--- config.mk ---
export PLATFORM = sky130hd
export DESIGN_NAME = packet_transmitter_flat
export DESIGN_NICKNAME = d
export VERILOG_FILES = /design/src/rtl/ahp_link_pkg.sv /design/src/rtl/packet_transmitter_if.sv /design/src/rtl/packet_transmitter_uart_tx_byte.sv /design/src/rtl/packet_transmitter.sv /design/src/flat_wrapper.sv
export SDC_FILE = /design/constraint.sdc
export NUM_CORES = 1
export LEC_CHECK = 0
export ABC_AREA = 1
export CAP_MARGIN = 30
export CORE_MARGIN = 2
export CORE_UTILIZATION = 40
export DETAILED_ROUTE_END_ITERATION = 7
export DONT_BUFFER_PORTS = 1
export PLACE_DENSITY_LB_ADDON = 0.12
export SLEW_MARGIN = 15
export SYNTH_ARGS = -nofsm -noshare
export SYNTH_HDL_FRONTEND = slang
export SYNTH_SLANG_ARGS = --single-unit
export TNS_END_PERCENT = 10
--- constraint.sdc ---
create_clock -name clk -period 3.7 [get_ports clk]
set_clock_uncertainty 0.15 [all_clocks]
set_input_delay 0.555 -clock clk [delete_from_list [all_inputs] [get_ports clk]]
set_output_delay 0.555 -clock clk [all_outputs]
set_load 0.01 [all_outputs]
--- src/rtl/ahp_link_pkg.sv ---
// ahp_link_pkg: shared constants, FSM state type and helpers for the host link.
package ahp_link_pkg;
    localparam logic [31:0] SYNC_WORD = 32'hA55AC3C3;
    localparam logic [7:0] CHAR_CR = 8'h0D;
    localparam logic [7:0] CHAR_LF = 8'h0A;

    typedef enum logic {IDLE, SEND} tx_state_t;

    function automatic logic [7:0] nibble_to_ascii(input logic [3:0] n);
        return (n < 4'd10) ? 8'h30 + {4'h0, n} : 8'h37 + {4'h0, n};
    endfunction

    function automatic int baud_cycles(input int clk_frequency, input int baud_rate);
        return clk_frequency / baud_rate;
    endfunction
endpackage

--- src/rtl/packet_transmitter_if.sv ---
// packet_transmitter_if: correlator-side request and UART-side status bundle.
interface packet_transmitter_if #(
    parameter int PAYLOAD_SIZE = 96
);
    logic [PAYLOAD_SIZE-1:0] pulses;
    logic start;
    logic tx;
    logic busy;
    logic done;
    logic dropped;

    modport master (output pulses, start, input tx, busy, done, dropped);
    modport slave (input pulses, start, output tx, busy, done, dropped);
endinterface

--- src/rtl/packet_transmitter_uart_tx_byte.sv ---
// uart_tx_byte: 8N1 serializer; ready rises in the last stop-bit cycle so characters chain gaplessly.
module uart_tx_byte #(
    parameter int BAUD_CYCLES = 8
) (
    input  logic       clk,
    input  logic       reset,
    input  logic [7:0] data,
    input  logic       valid,
    output logic       ready,
    output logic       tx
);
    localparam int BW = (BAUD_CYCLES > 2) ? $clog2(BAUD_CYCLES) : 1;

    logic [BW-1:0] baud_cnt;
    logic [3:0] bit_cnt;
    logic [9:0] frame;
    logic active;
    logic baud_end;

    assign baud_end = baud_cnt == BW'(BAUD_CYCLES - 1);
    assign ready = !active || (bit_cnt == 4'd9 && baud_end);
    assign tx = !active || frame[0];

    always_ff @(posedge clk or negedge reset) begin
        if (!reset) begin
            active <= 1'b0;
            frame <= '1;
            bit_cnt <= '0;
            baud_cnt <= '0;
        end else if (valid && ready) begin
            active <= 1'b1;
            frame <= {1'b1, data, 1'b0};
            bit_cnt <= '0;
            baud_cnt <= '0;
        end else if (active) begin
            if (baud_end) begin
                baud_cnt <= '0;
                bit_cnt <= bit_cnt + 4'd1;
                frame <= {1'b1, frame[9:1]};
                if (bit_cnt == 4'd9) active <= 1'b0;
            end else begin
                baud_cnt <= baud_cnt + BW'(1);
            end
        end
    end
endmodule

--- src/rtl/packet_transmitter.sv ---
// packet_transmitter: frames a snapshotted payload with header/checksum and streams it as binary or ASCII-hex UART.
module packet_transmitter
    import ahp_link_pkg::*;
#(
    parameter int PAYLOAD_SIZE  = 96,
    parameter int CLK_FREQUENCY = 10000000,
    parameter int BAUD_RATE     = 57600,
    parameter bit BINARY        = 1'b0
) (
    input logic clk,
    input logic reset,
    packet_transmitter_if.slave link
);
    localparam int BAUD_CYCLES = baud_cycles(CLK_FREQUENCY, BAUD_RATE);
    localparam int PAY_BYTES = PAYLOAD_SIZE / 8;
    localparam int PACKET_BYTES = 8 + PAY_BYTES + 8;
    localparam int IW = $clog2(PACKET_BYTES + 1);
    localparam logic [IW-1:0] LAST_BYTE = IW'(PACKET_BYTES - 1);
    localparam logic [IW-1:0] EOL_IDX = IW'(PACKET_BYTES);
    localparam logic [IW-1:0] PAY_FIRST = IW'(8);
    localparam logic [IW-1:0] PAY_END = IW'(8 + PAY_BYTES);

    tx_state_t state, state_nxt;
    logic [PAYLOAD_SIZE-1:0] pay_sh;
    logic [31:0] seq, seq_sh;
    logic [7:0] csum, cur_byte, cur_char;
    logic [IW-1:0] idx;
    logic nib, fin, valid, ready, last_char, finish;
    logic [8*PACKET_BYTES-1:0] pkt;

    // byte 0 is the constant sync byte, so the mux is valid in IDLE before the shadow loads
    assign pkt = {SYNC_WORD, seq_sh, pay_sh, 56'h0, csum};

    always_comb begin
        cur_byte = '0;
        for (int b = 0; b < PACKET_BYTES; b++)
            if (idx == IW'(b)) cur_byte = pkt[8*(PACKET_BYTES-1-b) +: 8];
    end

    assign cur_char = BINARY ? cur_byte :
                      idx == EOL_IDX ? (nib ? CHAR_LF : CHAR_CR) :
                      nibble_to_ascii(nib ? cur_byte[3:0] : cur_byte[7:4]);
    assign last_char = BINARY ? idx == LAST_BYTE : idx == EOL_IDX && nib;
    assign finish = state == SEND && fin && ready;

    always_ff @(posedge clk or negedge reset) begin
        if (!reset) state <= IDLE;
        else state <= state_nxt;
    end

    always_comb begin
        state_nxt = (state == IDLE && link.start) ? SEND : finish ? IDLE : state;
    end

    always_comb begin
        link.busy = state == SEND;
        valid = state == IDLE ? link.start : !fin;
    end

    always_ff @(posedge clk or negedge reset) begin
        if (!reset) begin
            pay_sh <= '0;
            seq <= '0;
            seq_sh <= '0;
            csum <= '0;
            idx <= '0;
            nib <= 1'b0;
            fin <= 1'b0;
            link.done <= 1'b0;
            link.dropped <= 1'b0;
        end else begin
            link.done <= finish;
            link.dropped <= state == SEND && link.start;
            if (state == IDLE && link.start) begin
                pay_sh <= link.pulses;
                seq_sh <= seq;
                csum <= '0;
            end
            if (valid && ready) begin
                if (idx >= PAY_FIRST && idx < PAY_END && (BINARY || nib)) csum <= csum + cur_byte;
                if (last_char) begin
                    fin <= 1'b1;
                end else if (BINARY || nib) begin
                    idx <= idx + IW'(1);
                    nib <= 1'b0;
                end else begin
                    nib <= 1'b1;
                end
            end
            if (finish) begin
                idx <= '0;
                nib <= 1'b0;
                fin <= 1'b0;
                seq <= seq + 32'd1;
            end
        end
    end

    uart_tx_byte #(.BAUD_CYCLES(BAUD_CYCLES)) u_uart (
        .clk(clk),
        .reset(reset),
        .data(cur_char),
        .valid(valid),
        .ready(ready),
        .tx(link.tx)
    );
endmodule

--- src/flat_wrapper.sv ---
// flat-port wrapper written by rule: the top's interface ports become plain ports
module packet_transmitter_flat import ahp_link_pkg::*;
#(
    parameter int PAYLOAD_SIZE  = 96,
    parameter int CLK_FREQUENCY = 10000000,
    parameter int BAUD_RATE     = 57600,
    parameter bit BINARY        = 1'b0
)
  (clk, reset, link_pulses, link_start, link_tx, link_busy, link_done, link_dropped);
  packet_transmitter_if #(.PAYLOAD_SIZE(PAYLOAD_SIZE)) link_i ();
  input logic clk;
  input logic reset;
  input wire logic [$bits(link_i.pulses)-1:0] link_pulses;
  input wire logic [$bits(link_i.start)-1:0] link_start;
  output wire logic [$bits(link_i.tx)-1:0] link_tx;
  output wire logic [$bits(link_i.busy)-1:0] link_busy;
  output wire logic [$bits(link_i.done)-1:0] link_done;
  output wire logic [$bits(link_i.dropped)-1:0] link_dropped;
  assign link_i.pulses = link_pulses;
  assign link_i.start = link_start;
  assign link_tx = link_i.tx;
  assign link_busy = link_i.busy;
  assign link_done = link_i.done;
  assign link_dropped = link_i.dropped;
  packet_transmitter #(.PAYLOAD_SIZE(PAYLOAD_SIZE), .CLK_FREQUENCY(CLK_FREQUENCY), .BAUD_RATE(BAUD_RATE), .BINARY(BINARY)) u_core (.clk(clk), .reset(reset), .link(link_i));
endmodule
== Word level (Yosys, flattened, before mapping) ==
Cells that the tools add are included.
Cells by class
  add/sub/neg operators: 7
  $mul: 0
  divide/modulo/power cells: 0
  $lt $le $gt $ge: 3
  eq/ne operators: 31
  shift-type cells: 0
  multiplexer cells: 62
  bitwise operators: 1
  reductions and logical operators: 24
Operators with widths (number)
  8-bit 2-to-1 mux: 36
  5-bit equality test (second input constant): 13
  5-bit by 4-bit equality test with 1-bit output (second input constant): 8
  32-bit by 1-bit adder with 32-bit output (second input constant): 1
  10-bit 2-to-1 mux: 3
  5-bit by 3-bit equality test with 1-bit output (second input constant): 4
  5-bit 2-to-1 mux: 4
  4-bit 2-to-1 mux: 4
  6-bit by 4-bit adder with 7-bit output (first input constant): 2
  1-bit 2-to-1 mux: 14
  2-bit nonzero test: 6
  5-bit by 2-bit equality test with 1-bit output (second input constant): 2
  1-bit logical AND: 9
  8-bit by 1-bit adder with 8-bit output (second input constant): 1
  8-bit adder: 1
  8-bit equality test (second input constant): 1
  2-bit AND reduction: 3
  5-bit by 1-bit adder with 5-bit output (second input constant): 1
  5-bit by 1-bit equality test with 1-bit output (second input constant): 1
  5-bit by 4-bit >= comparator with 1-bit output (second input constant): 1
  5-bit zero test: 1
  5-bit < comparator (second input constant): 1
  4-bit by 1-bit adder with 4-bit output (second input constant): 1
  4-bit equality test (second input constant): 1
  other kinds (7): 9
Storage, ports and cells
  bits in registers: 201
  bits in latches: 0
  RAM bits: 0
  memory bits (read-only): 0
  input bits: 99
  output and inout port bits: 4
  word-level logic and storage cells: 142
  memories kept: 0

== Longest topological paths before layout ==
Gate-level depths: netlist of run 1.
  word-level depth: 34
  mapped depth: 43
  mapped depth without buffers: 43

== Cells and area by module ==
From an unflattened synthesis of run 1, not the netlist that was laid out.
Second synthesis, totals
  cells, all modules: 1317
  area, all modules: 10831.6 um^2
Modules (own cells, without submodules)
  packet_transmitter: times used 1, cells each 1160, area each 9551.7 um^2, seq. area each 4454.3 um^2
  uart_tx_byte: times used 1, cells each 157, area each 1280.0 um^2, seq. area each 561.8 um^2

== Worst setup path after synthesis of run 1 ==
No wires, ideal clock.
  kind: reg-to-reg
  from: register u_core.idx[0]
  to: register u_core.csum[7]
  library setup time: 113 ps
  arrival: 3454 ps
  required time: 3437 ps
  path slack: -17 ps
  cell stages (with the launch flop): 40
  path buffers: 0
  period minus slack after synthesis: 3717 ps
  path through: dfrtp_1 > inv_1 > ha_1 > inv_1 > nor2_1 > inv_1 > nor2_4 > inv_1 > o21ai_0 > inv_1 > nand2_1 > nand2_1 > nand2_1 > nand2_1 > nand2_1 > nand2_1 > nand2_1 > nand2_1 > (+4 left out) > nand2_1 > nand2_1 > nand2_1 > nand2_1 > ha_1 > a21oi_1 > nand2_1 > a21oi_1 > nor2_1 > nor2_1 > nor2_1 > nor2_1 > nor2_1 > nor2_1 > a21oi_1 > nand3b_1 > nand2_1 > inv_1
On the way
  cells in the longest elaborated chain, start to end: 32
  elaborated cells between the ends (all ways): 63
  those cells by class: add/sub: 1; order compare: 2; eq/ne: 27; mux: 30; reduce/logical: 3
RTL lines
  from (decl): RTL line packet_transmitter.sv:27  | logic [IW-1:0] idx;
  from (signal assigned): RTL line packet_transmitter.sv:84  | idx <= idx + IW'(1);
  5-bit zero test: RTL line packet_transmitter.sv:37  | if (idx == IW'(b)) cur_byte = pkt[8*(PACKET_BYTES-1-b) +: 8];
  8-bit 2-to-1 mux (28 in a row): RTL line packet_transmitter.sv:37
  8-bit adder: RTL line packet_transmitter.sv:80  | if (idx >= PAY_FIRST && idx < PAY_END && (BINARY || nib)) csum <= csum + cur_byte;
  8-bit 2-to-1 mux *: RTL line packet_transmitter.sv:80
  8-bit 2-to-1 mux *: RTL line packet_transmitter.sv:79  | if (valid && ready) begin
  to (signal assigned): RTL line packet_transmitter.sv:80
  to (decl): RTL line packet_transmitter.sv:26  | logic [7:0] csum, cur_byte, cur_char;
Every way passes the cells marked *; elsewhere a longest branch is shown, timed or not.
A chain may end at the register's enable or synchronous reset.

== Worst setup path after layout of run 1 ==
  from: register u_core.idx[0]
  to: register u_core.csum[3]
Same word-level chain as after synthesis.

==> results by group, run 1 <==
Clock network
  • Num Clock Sinks: 200
  • Clock-pin slew on the worst setup and hold paths: 0.09 ns
  • CTS tree: built
  • Clock root buffer: clkbuf_16
  • CTS buffer count: 17
  • Max Buffers Root-to-Sink: 2
  • Latest clock arrival within the worst-skew pair: 0.45 ns
  • Maximum level of the CTS H-tree: 4

Detailed routing
  • 1st-iter DRT viols: 534
  • DRC: 0
  • Vias per inst: 4.79
  • Post-DRT Antenna Nets: 0
  • Routed WL: 26600 um
  • TritonRoute pass-1 iters: 4
  • Vias: 8923
  • WL/cell: 14.3 um

STA
  • Slew headroom: 48.8%
  • Setup Viol. Count Final: 6
  • Tmin final: 4.06 ns
  • Fmax: 246 MHz
  • Slew Viols, Final: 0
  • Final Hold Fails: 191
  • Worst setup margin: -0.361 ns
  • Least-Margin Pin Slew: 0.769 ns
  • Setup_tns: -1.29 ns
  • Crit share post-route: 110%
  • Hold_ws: -0.358 ns
  • RSZ-0062 raised after global routing: yes

Pwr
  • P per Cell Area: 357 mW/mm2
  • Combinational share of power: 2.6%
  • Net Sw Frac: 25.7%
  • Clock power share: 43.2%
  • Leakage: 6.61 nW
  • Max VDD drop: 0.218 mV
  • Int Power: 3.30 mW
  • Seq pwr share: 54.2%
  • Net Sw Power: 1.14 mW

Final layout
  • N_diodes: 0
  • Most frequent cells in the layout: nand2_1, dfrtp_1, inv_1, buf_4, nor2_1
  • Most common cell after layout, fill and taps aside: nand2_1
  • FILL cells: 2633
  • Post-route insts no fill: 1864
  • Final net count: 1635
  • Layout area overhead: 18.1%
  • Share of cells above drive strength 1: 15.8%

Synthesis
  • Top cell type's share of synthesized area: 45.3%
  • Post-synth ARST share: 100%
  • Top FF cell, synth: dfrtp_1
  • Post-Syn Nets: 1544
  • Yosys Warn Count: 0
  • Post-synth EDFFs: 0
  • #FFs+latches synth: 200
  • Synth cell types: 51
  • Mapped cell area: 0.0106 mm2
  • Post-synthesis sequential area ratio: 47.5%
  • Synth area leaders: dfrtp_1, nand2_1, inv_1
  • Leading area contributor after synthesis: dfrtp_1
  • Synth Instances: 1425
  • Syn Area/Cell: 7.41 um2

Critical path
  • Crit path max fanout: 4
  • CP dominant cell by count: nand2_1
  • Critical Path RT: 3.86 ns
  • Peak per-stage delay on the critical path: 0.43 ns
  • CP Launch Point: u_core.idx[0]$_DFFE_PN0P_
  • Crit-path slowest cell: dfrtp_1
  • R2R cell count: 40
  • CP endpoint: u_core.csum[3]$_DFF_PN0_
  • Reg2reg start: u_core.idx[0]$_DFFE_PN0P_
  • Element type at the critical path end: register
  • Reg-to-reg endpoint: u_core.csum[3]$_DFF_PN0_
  • Arrival time at the worst endpoint: 4.22 ns
  • CP startpoint kind: register
  • Crit path kind: register to register
  • FF-to-FF setup slack: -0.36 ns

Floorplanning
  • Core ar.: 0.0260 mm2
  • Die height: 166 um
  • Die Width: 166 um
  • Die area: 0.0277 mm2
  • FP Rows: 59
  • Starting Density: 40.6%
  • IO Pins: 103

Min path
  • Worst Hold Class: input port to async pin

Place
  • Post-Place Cells: 1818
  • Hpwl dp: 19100 um
  • Gpl congestion: 0.841
  • Port Buffers: 0

Global route
  • GR peak layer: met2
  • Total GRT Usage: 19.7%
  • Largest net degree at the start of global routing: 201
  • GRT met2 Usage: 32.6%
  • First-pass GRT wire length: 44700 um
  • Initial antenna violation count: 1
  • Vias in the first global route: 8951
  • GR Util met3: 3.56%
  • GR Layer Usage met1: 27.0%
  • Grt ovf: 0

Run
  • MaxCap Viol Count: 0

Run status
  • Outcome: finished, violations left
  • Failing checks: hold timing, setup timing
## metal layers
| metal | vias up | share of wire [%] |
|---|---|---|
| met5 | - | 0.045 |
| met1 | 4178 | 48 |
| met4 | 2 | 1.2 |
| met2 | 125 | 47 |
| li1 | 4591 | - |
| met3 | 27 | 3.2 |
## critical path, delay by kind of cell (launching register included)
| family | cells | cell delay, ns |
|---|---|---|
| AOI/OAI and AO/OA | 2 | 0.23 |
| and+or+nand+nor | 26 | 1.70 |
| buffers and inverters | 9 | 0.95 |
| xor gates and xnor gates | 1 | 0.11 |
| DFF | 1 | 0.43 |
| adders and majority gates | 2 | 0.39 |
## stage by stage
step / hold slack (ns) / util, % / setup WS [ns] / instance area, um2 / total power [mW]
final: -0.358 / 48.0 / -0.361 / 12500 / 4.44
after global routing: -0.381 / 48.0 / -0.749 / 12500 / 4.63
after CTS: -0.370 / 47.6 / -0.310 / 12400 / 4.50
after detailed placement: 0.117 / 44.5 / -0.420 / 11600 / 2.57
after global placement: 0.115 / 44.5 / -0.348 / 11600 / 2.56
after floorplan: 0.109 / - / 0.0243 / 10600 / 2.52
## Yosys cell counts (all sizes together), types with 7 or more instances
cell type    n
dfrtp      191
o21ai       69
dfstp        9
nand2      676
or2         16
o22ai        7
nor2        83
a21oi       17
inv        144
nand3       54
nand4       10
xnor2        7
xor2        29
ha          19
clkbuf      33
nor3        23
## cell type report
class | instances | area (um2) | share of cell area (%)
Inverter | 148 | 591 | 4.74
Sequential cell | 200 | 5020 | 40.2
Timing Repair Buffer | 111 | 875 | 7.02
Clock inverter | 15 | 199 | 1.60
Clock buffer | 17 | 425 | 3.41
Tap cell | 335 | 419 | 3.36
Multi-Input combinational cell | 1038 | 4940 | 39.6
## worst min path at each step
| stage | cells after the start | endpoint | start |
|---|---|---|---|
| 2_1_floorplan | 0 | u_core.csum[0]$_DFF_PN0_ | reset |
| 3_3_place_gp | 0 | u_core.pay_sh[47]$_DFFE_PN0P_ | reset |
| 3_5_place_dp | 0 | u_core.pay_sh[47]$_DFFE_PN0P_ | reset |
| 4_1_cts | 0 | u_core.pay_sh[47]$_DFFE_PN0P_ | reset |
| 5_1_grt | 0 | u_core.pay_sh[47]$_DFFE_PN0P_ | reset |
| 6_report | 0 | u_core.pay_sh[47]$_DFFE_PN0P_ | reset |
## power groups by stage
stage / Combinational (mW) / Clock (mW) / Sequential [mW]
2_1_floorplan: 0.101 / 0 / 2.42
3_3_place_gp: 0.112 / 0 / 2.45
3_5_place_dp: 0.118 / 0 / 2.45
4_1_cts: 0.119 / 1.97 / 2.41
5_1_grt: 0.146 / 2.06 / 2.42
6_report: 0.116 / 1.92 / 2.41
## timing repair
item                                   4_1_cts  5_1_grt
endpoints found under the hold margin      200      200
setup endpoints to repair                    7       14
resized for setup                           23       23
buffers inserted                            11        3
pin swaps                                   11       18
## state kept, by name, indices dropped and copies added (netlist names)
register and cells:
u_core.csum 8, u_core.fin 1, u_core.idx 5, u_core.link.busy 1, u_core.link.done 1, u_core.link.dropped 1, u_core.nib 1, u_core.pay_sh 96
u_core.seq 32, u_core.seq_sh 32, u_core.u_uart.active 1, u_core.u_uart.baud_cnt 8, u_core.u_uart.bit_cnt 4, u_core.u_uart.frame 9
## cell families (layout without fill, tap and decap cells)
kind of cell,Yosys count,count (layout),share of synthesized area (%)
AND/OR/NAND/NOR,872,872,33.9
XOR/XNOR,36,36,2.99
AO/OA/AOI/OAI,110,110,5.74
adder cells (fa/ha/maj),20,20,2.44
flip-flops,200,200,47.5
buffers and inverters,187,291,7.37
Note: power is estimated with default switching activity, not from simulation.
==> run 2, diff against run 1 <==
Settings changed: PLACE_DENSITY_LB_ADDON 0.12 to not set.
==> run 2 against run 1 <==
Net effect: the flow still finishes with violations (hold timing, setup timing); critical path depth grew 3; total power shrank 1.5%; design area grew 0.19%; global-route usage shrank 0.38 points; first-iteration DRC count grew 46%; die area is the same; count of clock-buffer cells in the layout grew 1; sequential cell count is the same.
==> results by group, run 2 (same netlist as run 1, synthesis figures left out) <==
Run status
  • Outcome: finished, violations left
  • Failing checks: hold timing, setup timing

STA
  • Least-Margin Pin Slew: 0.648 ns (-0.121 ns)
  • Final Hold Fails: 191 (unchanged)
  • Worst setup margin: -0.332 ns (+0.0289 ns)
  • RSZ-0062 raised after global routing: yes
  • Slew Viols, Final: 0 (unchanged)
  • Setup Viol. Count Final: 5 (-1)
  • Hold_ws: -0.345 ns (+0.0125 ns)
  • Setup_tns: -0.699 ns (+0.592 ns)
  • Tmin final: 4.03 ns (-0.0289 ns)
  • Crit share post-route: 109% (-0.78 points)
  • Slew headroom: 56.4% (+7.7 points)
  • Fmax: 248 MHz (+0.72%)

Clock network
  • Latest clock arrival within the worst-skew pair: 0.44 ns (about the same)
  • Num Clock Sinks: 200 (unchanged)
  • CTS buffer count: 17 (unchanged)
  • Clock-pin slew on the worst setup and hold paths: 0.08 ns (about the same)
  • Maximum level of the CTS H-tree: 4 (unchanged)
  • Max Buffers Root-to-Sink: 2 (unchanged)
  • CTS tree: built
  • Clock root buffer: clkbuf_16

Global route
  • Initial antenna violation count: 1 (unchanged)
  • Total GRT Usage: 19.3% (-0.38 points)
  • First-pass GRT wire length: 44000 um (-1.5%)
  • Vias in the first global route: 8965 (+0.16%)
  • Largest net degree at the start of global routing: 201 (unchanged)
  • Grt ovf: 0 (unchanged)

Min path
  • Worst Hold Class: input port to async pin

Final layout
  • Post-layout util: 48.1% (+0.091 points)
  • Most common cell after layout, fill and taps aside: nand2_1
  • N_diodes: 0 (unchanged)
  • Post-route cell area: 0.0125 mm2 (+0.19%)
  • Most frequent cells in the layout: nand2_1, dfrtp_1, inv_1, buf_4, nor2_1
  • Layout area overhead: 18.3%
  • Share of cells above drive strength 1: 16.0% (+0.15 points)
  • Final net count: 1627 (-0.49%)
  • Post-route insts no fill: 1856 (-0.43%)
  • Max FFs per register: 96 (unchanged)
  • FILL cells: 2608 (-0.95%)
  • Largest Register: u_core.pay_sh
  • Biggest regs: u_core.pay_sh x96, u_core.seq x32, u_core.seq_sh x32

Pwr
  • P per Cell Area: 350 mW/mm2 (-1.7%)
  • Leakage: 6.60 nW (-0.24%)
  • Max VDD drop: 0.301 mV (+38%)

Critical path
  • Crit-path slowest cell: dfrtp_2
  • Crit path kind: register to register
  • R2R cell count: 43 (+7.5%)
  • Element type at the critical path end: register
  • Arrival time at the worst endpoint: 4.21 ns (about the same)
  • Critical Path RT: 3.88 ns (+0.02 ns)
  • Crit path max fanout: 4 (unchanged)
  • CP startpoint kind: register
  • Reg-to-reg endpoint: u_core.csum[7]$_DFF_PN0_
  • FF-to-FF setup slack: -0.33 ns (+0.03 ns)
  • Reg2reg start: u_core.idx[1]$_DFFE_PN0P_
  • Peak per-stage delay on the critical path: 0.46 ns (+0.03 ns)
  • CP dominant cell by count: nand2_1

Place
  • Post-Place Cells: 1813 (-0.28%)
  • Port Buffers: 0 (unchanged)
  • Setup WS pre-CTS: -0.417 ns (+0.00340 ns)
  • Hpwl dp: 18600 um (-2.7%)
  • Post-DP Area: 0.0115 mm2 (-0.22%)
  • Gpl congestion: 0.879 (+4.5%)

Floorplanning
  • IO Pins: 103 (unchanged)
  • FP Rows: 59 (unchanged)
  • Die height: 166 um (unchanged)
  • Die area: 0.0277 mm2 (unchanged)
  • Core ar.: 0.0260 mm2 (unchanged)
  • Die Width: 166 um (unchanged)
  • Starting Density: 40.6% (unchanged)

Detailed routing
  • Routed WL: 26200 um (-1.4%)
  • Vias per inst: 4.75 (-0.78%)
  • Post-DRT Antenna Nets: 0 (unchanged)
  • TritonRoute pass-1 iters: 5 (+1)
  • Vias: 8815 (-1.2%)
  • 1st-iter DRT viols: 781 (+46%)
  • WL/cell: 14.1 um (-0.98%)
  • DRC: 0 (unchanged)

Run
  • MaxCap Viol Count: 0 (unchanged)
## run 2: cell types whose count changed in the layout (fill, tap and decap cells not counted), moves of 3 or more
cell	before	now
buf_4	107	95
nand2_2	13	16
nor2_2	7	10
o21ai_1	7	10
nor2_1	70	67
clkinv_8	7	1
buf_12	3	6
inv_2	15	12
o21ai_0	61	58
## run 2: stage by stage
step	power, mW	hold WS (ns)
6_report	4.38	-0.345
5_1_grt	4.55	-0.372
4_1_cts	4.42	-0.363
3_5_place_dp	2.57	0.117
3_3_place_gp	2.56	0.117
2_1_floorplan	2.52	0.109
## run 2: timing repair
item                                    CTS  global route
endpoints found under the setup margin    8            14
resized for setup                        19            48
setup buffers                             5             5
pin swaps                                 7            17
hold endpoints to repair                200           200
## run 2: final cells by class
type                       instances  area (um2)  area share, %
multi-input combinational       1038        5020           40.2
timing repair buffer             103         856           6.85
tap                              335         419           3.36
sequential                       200        5020           40.2
clock inverter                    14         136           1.09
inverter                         148         599           4.80
clock buffer                      18         439           3.52
## run 2: worst max-delay path, delay by kind of cell, from the launching register on
family	cells	cell delay [ns]
buffers and inverters	4	0.31
flip-flops	1	0.46
adder cells (fa/ha/maj)	2	0.35
AND/OR/NAND/NOR	34	2.28
AO/OA/AOI/OAI	3	0.35
## run 2: report_power, final
group	switching [mW]	leakage [nW]	internal, mW
Combinational	0.0672	3.77	0.0520
Sequential	0.0838	2.55	2.32
Clock	0.935	0.279	0.915
Total	1.09	6.60	3.29
## run 2: worst max-delay path by stage
stage                                         start                        to  slack [ns]  cells past startpoint
after floorplan           u_core.idx[0]$_DFFE_PN0P_  u_core.csum[7]$_DFF_PN0_        0.02                     43
after global placement    u_core.idx[1]$_DFFE_PN0P_  u_core.csum[7]$_DFF_PN0_       -0.38                     36
after detailed placement  u_core.idx[1]$_DFFE_PN0P_  u_core.csum[7]$_DFF_PN0_       -0.42                     36
after CTS                 u_core.idx[1]$_DFFE_PN0P_  u_core.csum[7]$_DFF_PN0_       -0.26                     43
after global routing      u_core.idx[0]$_DFFE_PN0P_  u_core.csum[7]$_DFF_PN0_       -0.66                     43
final                     u_core.idx[1]$_DFFE_PN0P_  u_core.csum[7]$_DFF_PN0_       -0.33                     43
## run 2: layer usage
metal / GRT usage (%) / vias to the layer above / wire length (um)
met5: 0 / - / 12
met4: 4.12 / 2 / 241
met3: 3.75 / 16 / 1000
met2: 32.2 / 142 / 12300
met1: 26.4 / 4088 / 12700
li1: - / 4567 / -
